--- src/rtl/coprosit_result_queue.sv ---
// Writeback queue for the Coprosit coprocessor: merges PRAU and ALU results
// into an in-order FIFO and presents them on the host result channel.
module coprosit_result_queue #(
  parameter int XLEN       = 32,
  parameter int X_ID_WIDTH = 4,
  parameter int DEPTH      = 4
) (
  input  logic                     clk_i,
  input  logic                     rst_ni,
  input  logic                     flush_i,

  input  logic                     alu_valid_i,
  output logic                     alu_ready_o,
  input  logic [XLEN-1:0]          alu_data_i,
  input  logic [X_ID_WIDTH-1:0]    alu_id_i,
  input  logic [4:0]               alu_rd_i,
  output logic                     alu_output_hs_o,

  input  logic                     prau_valid_i,
  output logic                     prau_ready_o,
  input  logic [XLEN-1:0]          prau_data_i,
  input  logic [X_ID_WIDTH-1:0]    prau_id_i,
  input  logic [4:0]               prau_rd_i,

  output logic                     result_valid_o,
  input  logic                     result_ready_i,
  output logic [XLEN-1:0]          result_data_o,
  output logic [X_ID_WIDTH-1:0]    result_id_o,
  output logic [4:0]               result_rd_o,
  output logic                     result_we_o,

  output logic [$clog2(DEPTH):0]   occupancy_o
);

  localparam int AW = $clog2(DEPTH);
  localparam int CW = AW + 1;
  localparam int EW = XLEN + X_ID_WIDTH + 5;
  localparam logic [CW-1:0] FULL_COUNT = CW'(DEPTH);

  // Handshakes: a transfer happens on a cycle where valid & ready are both 1.
  // Sources hold valid and payload until ready; ready never depends on the
  // same-cycle pop, so there is no full-queue pass-through.

  logic [EW-1:0]  mem_q [DEPTH];
  logic [AW-1:0]  rptr_q;
  logic [AW-1:0]  wptr_q;
  logic [CW-1:0]  count_q;
  logic [CW-1:0]  count_d;

  logic           full;
  logic           empty;
  logic           push_prau;
  logic           push_alu;
  logic           push;
  logic           pop;
  logic [EW-1:0]  push_entry;
  logic [EW-1:0]  head_entry;

  assign full  = (count_q == FULL_COUNT);
  assign empty = (count_q == '0);

  // PRAU has fixed priority; the ALU is only offered a slot when PRAU is idle.
  assign prau_ready_o    = !full;
  assign alu_ready_o     = !full && !prau_valid_i;
  assign alu_output_hs_o = alu_valid_i && alu_ready_o;

  assign push_prau = prau_valid_i && prau_ready_o;
  assign push_alu  = alu_valid_i && alu_ready_o;
  assign push      = push_prau || push_alu;
  assign pop       = result_valid_o && result_ready_i;

  always_comb begin
    push_entry = {alu_data_i, alu_id_i, alu_rd_i};
    if (push_prau) begin
      push_entry = {prau_data_i, prau_id_i, prau_rd_i};
    end
  end

  always_comb begin
    count_d = count_q;
    unique case ({push, pop})
      2'b10:   count_d = count_q + CW'(1);
      2'b01:   count_d = count_q - CW'(1);
      default: count_d = count_q;
    endcase
  end

  // Payload storage carries no reset: every read is gated by count_q.
  always_ff @(posedge clk_i) begin
    if (rst_ni && !flush_i && push) begin
      mem_q[wptr_q] <= push_entry;
    end
  end

  always_ff @(posedge clk_i) begin
    if (!rst_ni || flush_i) begin
      rptr_q  <= '0;
      wptr_q  <= '0;
      count_q <= '0;
    end else begin
      if (push) begin
        wptr_q <= wptr_q + AW'(1);
      end
      if (pop) begin
        rptr_q <= rptr_q + AW'(1);
      end
      count_q <= count_d;
    end
  end

  assign head_entry     = empty ? '0 : mem_q[rptr_q];
  assign result_valid_o = !empty;
  assign result_we_o    = !empty;
  assign result_data_o  = head_entry[EW-1 -: XLEN];
  assign result_id_o    = head_entry[5 +: X_ID_WIDTH];
  assign result_rd_o    = head_entry[4:0];
  assign occupancy_o    = count_q;

  a_count_bound : assert property (@(posedge clk_i) disable iff (!rst_ni)
    count_q <= FULL_COUNT);
  a_no_underflow : assert property (@(posedge clk_i) disable iff (!rst_ni)
    empty |-> !pop);
  a_no_push_full : assert property (@(posedge clk_i) disable iff (!rst_ni)
    full |-> !push);
  a_one_push : assert property (@(posedge clk_i) disable iff (!rst_ni)
    !(push_prau && push_alu));

endmodule
--- config.mk ---
export PLATFORM = sky130hd
export DESIGN_NAME = coprosit_result_queue
export DESIGN_NICKNAME = d
export VERILOG_FILES = /design/src/rtl/coprosit_result_queue.sv
export SDC_FILE = /design/constraint.sdc
export NUM_CORES = 1
export LEC_CHECK = 0
export ABC_AREA = 1
export CAP_MARGIN = 40
export CORE_UTILIZATION = 60
export CTS_CLUSTER_SIZE = 30
export DETAILED_ROUTE_END_ITERATION = 6
export DONT_BUFFER_PORTS = 1
export GPL_ROUTABILITY_DRIVEN = 0
export PLACE_DENSITY = 0.76
export SLEW_MARGIN = 20
export SYNTH_ARGS = -nofsm -noshare
export SYNTH_HDL_FRONTEND = slang
export SYNTH_SLANG_ARGS = --single-unit
--- constraint.sdc ---
create_clock -name clk_i -period 7.4 [get_ports clk_i]
set_input_delay 1.85 -clock clk_i [delete_from_list [all_inputs] [get_ports clk_i]]
set_output_delay 1.85 -clock clk_i [all_outputs]
set_load 0.05 [all_outputs]
; ---- Word level (Yosys, flattened, before mapping)
; Memory sizes are Yosys's and may differ from the RTL's. A register that Yosys moved wholly into a read port is not among the register bits.
; Cells that the tools add are included.
; W data, S select, Z words.
[totals]
reg_bits = 7
ramBits = 164
inputBits = 88
out_inout_bits = 49
wordCells = 33
mem_count = 1
[memory_table]
columns = name, words, width, read_ports, rd_ports_with_merged_regs, wr, line
row1 = mem_q, 4, 41, 1, 1, 1, 44  ; logic [EW-1:0] mem_q [DEPTH];
[op_classes]
add_sub_neg = 4
n_eq_ne = 3
n_mux = 7
n_reduce_logical = 15
[ops]
columns = operator, n
row1 = $mux W41, 2
row2 = $logic_and A1 B1 Y1, 6
row3 = $pmux W3 S2, 1
row4 = $logic_not A1 Y1, 5
row5 = $add A2 B1 Y2 const B, 2
row6 = $mux W2, 2
row7 = $add A3 B1 Y3 const B, 1
row8 = $eq A3 B3 Y1 const B, 1
row9 = $logic_not A3 Y1, 1
row10 = $sub A3 B1 Y3 const B, 1
row11 = $eq A2 B1 Y1 const B, 1
row12 = $eq A2 B2 Y1 const B, 1
row13 = $logic_or A1 B1 Y1, 2
row14 = $mux W1, 2
row15 = $reduce_bool A2 Y1, 1

; ---- Depth between registers and ports, before layout
[depth]
depth_word = 8
depth_mapped = 13
ltp_nobuf = 13

; ---- Worst setup path before layout
; Ideal clock, no wire load.
[synth_path]
path_kind = in2out
startpoint = in prau_valid_i
endpoint = out alu_output_hs_o
arrival_time_ns = 2.752
required_ns = 5.550
slack_ns = 2.798
path_stages = 4
path_buffers = 1
path_cell_list = buf_2 -> inv_1 -> nand2_1 -> nor2_1
[synth_via]
elab_chain_cells = 3
[synth_rtl]
columns = item, line
row1 = start: declaration, 19  ; input logic prau_valid_i,
row2 = $logic_not A1 Y1, 64  ; assign alu_ready_o = !full && !prau_valid_i;
row3 = $logic_and A1 B1 Y1, 64
row4 = $logic_and A1 B1 Y1, 65  ; assign alu_output_hs_o = alu_valid_i && alu_ready_o;
row5 = end: declaration, 17  ; output logic alu_output_hs_o,
; No other way between the ends.

==> summary.txt <==
Synthesis
  • Ranking of synthesized cells by area: edfxtp_1, nor2_1, o21ai_0
  • Most used DFF post-synth: edfxtp_1
  • Yosys warning total: 0
  • Asr flop ratio synth: 0%
  • Post-synth top cells: nor2_1, edfxtp_1, nand2_1
  • Top-count cell post-synth: nor2_1
  • Post-synth cell types: 19
  • #FFs+latches synth: 173
  • Syn_area_per_cell: 10.6 sq um
  • Synth area leader: edfxtp_1
  • Syn Inst Count: 702
  • Top-area cell type share of the netlist area: 66.0%
  • Post-synthesis sequential area ratio: 68.4%
  • Synthesized area: 7460 sq um
  • Syn nets: 796
  • EDFF count, synth: 164

Floorplan
  • Core ar.: 12100 sq um
  • DIE AREA: 12900 sq um
  • IO Pins: 137
  • Die width: 114 um
  • Num rows: 40
  • Starting density of the core: 61.9%
  • Die H: 114 um

GRT
  • First-pass GRT wire length: 25.4 mm
  • Largest net degree at the start of global routing: 84
  • Antenna violations before repair: 0
  • Overflow after GRT: 0
  • Total GRT Usage: 26.4%
  • Vias in the first global route: 4964

Clock tree
  • Clock Latency Late Sink: 0.41 ns
  • Worst-path clk slew: 0.07 ns
  • Clock sinks: 173
  • Post-CTS Setup Inserts: 0
  • CTS Root Buffer Type: clkbuf_16
  • Post_cts resized: 0
  • H-Tree Depth: 4
  • CTS Hold Bufs: 0
  • Max clock buf depth: 2
  • TritonCTS clock tree: yes
  • CTS Buf Count: 17

Final layout
  • Area of the multi-input gates: 2050 sq um
  • Fillers: 831
  • Nets: 823
  • Storage cell area: 5110 sq um
  • Ratio of cells with drive above 1 in the final layout: 12.3%
  • # diodes: 0
  • P&R area growth vs syn: 13.7%

Timing
  • Final Setup Violations: 0
  • Minimum clock period: 4.81 ns
  • Period utilization: 64.9%
  • RSZ-0062 raised after global routing: no
  • Final hold vios: 0
  • Measured slew at the worst slew-check pin: 0.879 ns
  • Max Fclk: 208 MHz
  • Clock Skews: 0.00876 ns
  • Slew headroom: 41.2%
  • Pins Over Slew Limit: 0
  • Final setup TNS: 0 ns
  • Final worst setup slack: 2.59 ns

Setup path
  • Max stage delay on crit path: 0.76 ns
  • CP Data Arrival Time: 2.96 ns
  • CP Capture Type: primary output
  • R2r endpoint: mem_q[2][21]$_DFFE_PP_
  • Required @ worst endpoint: 5.55 ns
  • Maximum fanout along the worst path: 23
  • Crit-path most repeated cell: buf_4
  • WS Path Type: reg -> out
  • Worst Setup Start Kind: register
  • R2R cell count: 6
  • CP endpoint: result_data_o[7]
  • CP Cell Sequence: clkinv_1, buf_4, nor2_1, o21ai_0, a21oi_1, buf_4
  • Slowest cell on the critical path: clkinv_1
  • Flop2flop setup slack: 3.99 ns
  • Critical R2R Launch: occupancy_o[1]$_SDFFE_PP0P_

Route
  • Routed wire length: 16.4 mm
  • Antenna viol nets, final: 0
  • Number of remaining DRC errors: 0
  • Drt via density: 5.80
  • First-pass DRT Iterations: 7
  • Routed vias: 5277
  • Starting DRC count in detailed routing: 599
  • DR WL/cell: 18.1 um

Power
  • Part of the power in registers: 49.7%
  • Clock power share: 38.5%
  • Leak: 0.00319 uW
  • Switching share of power: 25.4%
  • Internal cell power: 1670 uW
  • Sw Pwr: 569 uW
  • Max VDD drop: 0.141 mV
  • Comb pwr share: 11.8%
  • Pwr Density: 263 nW/um^2

Job
  • Max_cap viols: 0

Placed design
  • PortBufs: 0
  • DP Worst Slack: 2.90 ns
  • Dpl hpwl: 9.19 mm

Outcome
  • Status: complete, no violations

Min path
  • Hold Path Depth: 2
  • Hold crit path type: reg -> reg
## logic make-up (layout without fill, tap and decap cells)
| logic type | after synthesis | in the layout | share of synthesized area (%) |
|---|---|---|---|
| buffers and inverters | 70 | 110 | 4.64 |
| adders and majority gates | 6 | 6 | 1.11 |
| and+or+nand+nor | 320 | 320 | 16.8 |
| DFF | 173 | 173 | 68.4 |
| AOI/OAI and AO/OA | 133 | 133 | 9.05 |
## power groups by stage
stage / Combinational (uW) / Sequential, uW / Clock (uW)
finish: 263 / 1110 / 861
global route: 282 / 1110 / 910
CTS: 260 / 1110 / 869
detailed placement: 258 / 1130 / 0
global placement: 218 / 1130 / 0
floorplan: 192 / 1130 / 0
## placed cells by master, fill, tap and decap left out
master,netlist,final
a21boi_0,1,1
a21oi_1,43,43
buf_12,0,1
buf_16,0,2
buf_4,6,49
buf_6,5,1
bufinv_16,0,2
clkbuf_1,12,2
clkbuf_16,0,17
clkinv_1,0,2
clkinv_2,0,2
clkinv_4,0,3
clkinvlp_4,0,2
dfxtp_1,9,7
dfxtp_2,0,2
edfxtp_1,164,164
fa_1,1,1
ha_1,5,5
inv_1,24,23
inv_4,0,1
inv_6,0,3
nand2_1,99,97
nand2_2,0,2
nand3_1,43,43
nor2_1,178,174
nor2_4,0,4
o211ai_1,3,3
o21ai_0,75,75
o21ai_1,11,11
## metal layers
metal / part of all wire (%) / GRT usage [%] / vias to the layer above
met2: 51 / 44.3 / 243
met3: 6.3 / 4.62 / 18
li1: - / - / 2457
met5: 0 / 0 / -
met4: 1.2 / 9.12 / 0
met1: 42 / 35.1 / 2559
## state kept, by name, summed over array words and instances, names as in the netlist, named ones only
register / count
wptr_q: 2
mem_q: 164
rptr_q: 2
occupancy_o: 3
## stage by stage
stage | std cells | util (%) | hold slack [ns] | total power (uW) | area [sq um]
after floorplan | 702 | - | 0.481 | 1320 | 7460
after global placement | 834 | 62.4 | 0.494 | 1350 | 7530
after detailed placement | 876 | 65.2 | 0.530 | 1390 | 7870
after CTS | 908 | 70.0 | 0.542 | 2240 | 8440
after global routing | 910 | 70.4 | 0.579 | 2300 | 8490
final | 910 | 70.4 | 0.550 | 2240 | 8490
## layout make-up
cell class	count	share of cell area, %
Multi-Input combinational cell	459	24.1
Clock inverter	13	1.67
Sequential cell	173	60.2
Clock buffer	19	5.10
Inverter	25	1.13
Tap cell	168	2.48
Timing Repair Buffer	53	5.35
## worst min-delay path by stage
stage                          end                    from
final                     register  rptr_q[1]$_SDFFE_PP0P_
after floorplan           register  rptr_q[1]$_SDFFE_PP0P_
after global placement    register  rptr_q[1]$_SDFFE_PP0P_
after global routing      register  rptr_q[1]$_SDFFE_PP0P_
after detailed placement  register  rptr_q[1]$_SDFFE_PP0P_
after CTS                 register  rptr_q[1]$_SDFFE_PP0P_
## critical path: cells and delay by family, from the launching register on
kind,cells,cell delay (ns)
flops,1,0.68
buf+inv,3,1.45
compound gates,2,0.28
simple gates,1,0.12
Power figures use the tool's default switching activity.
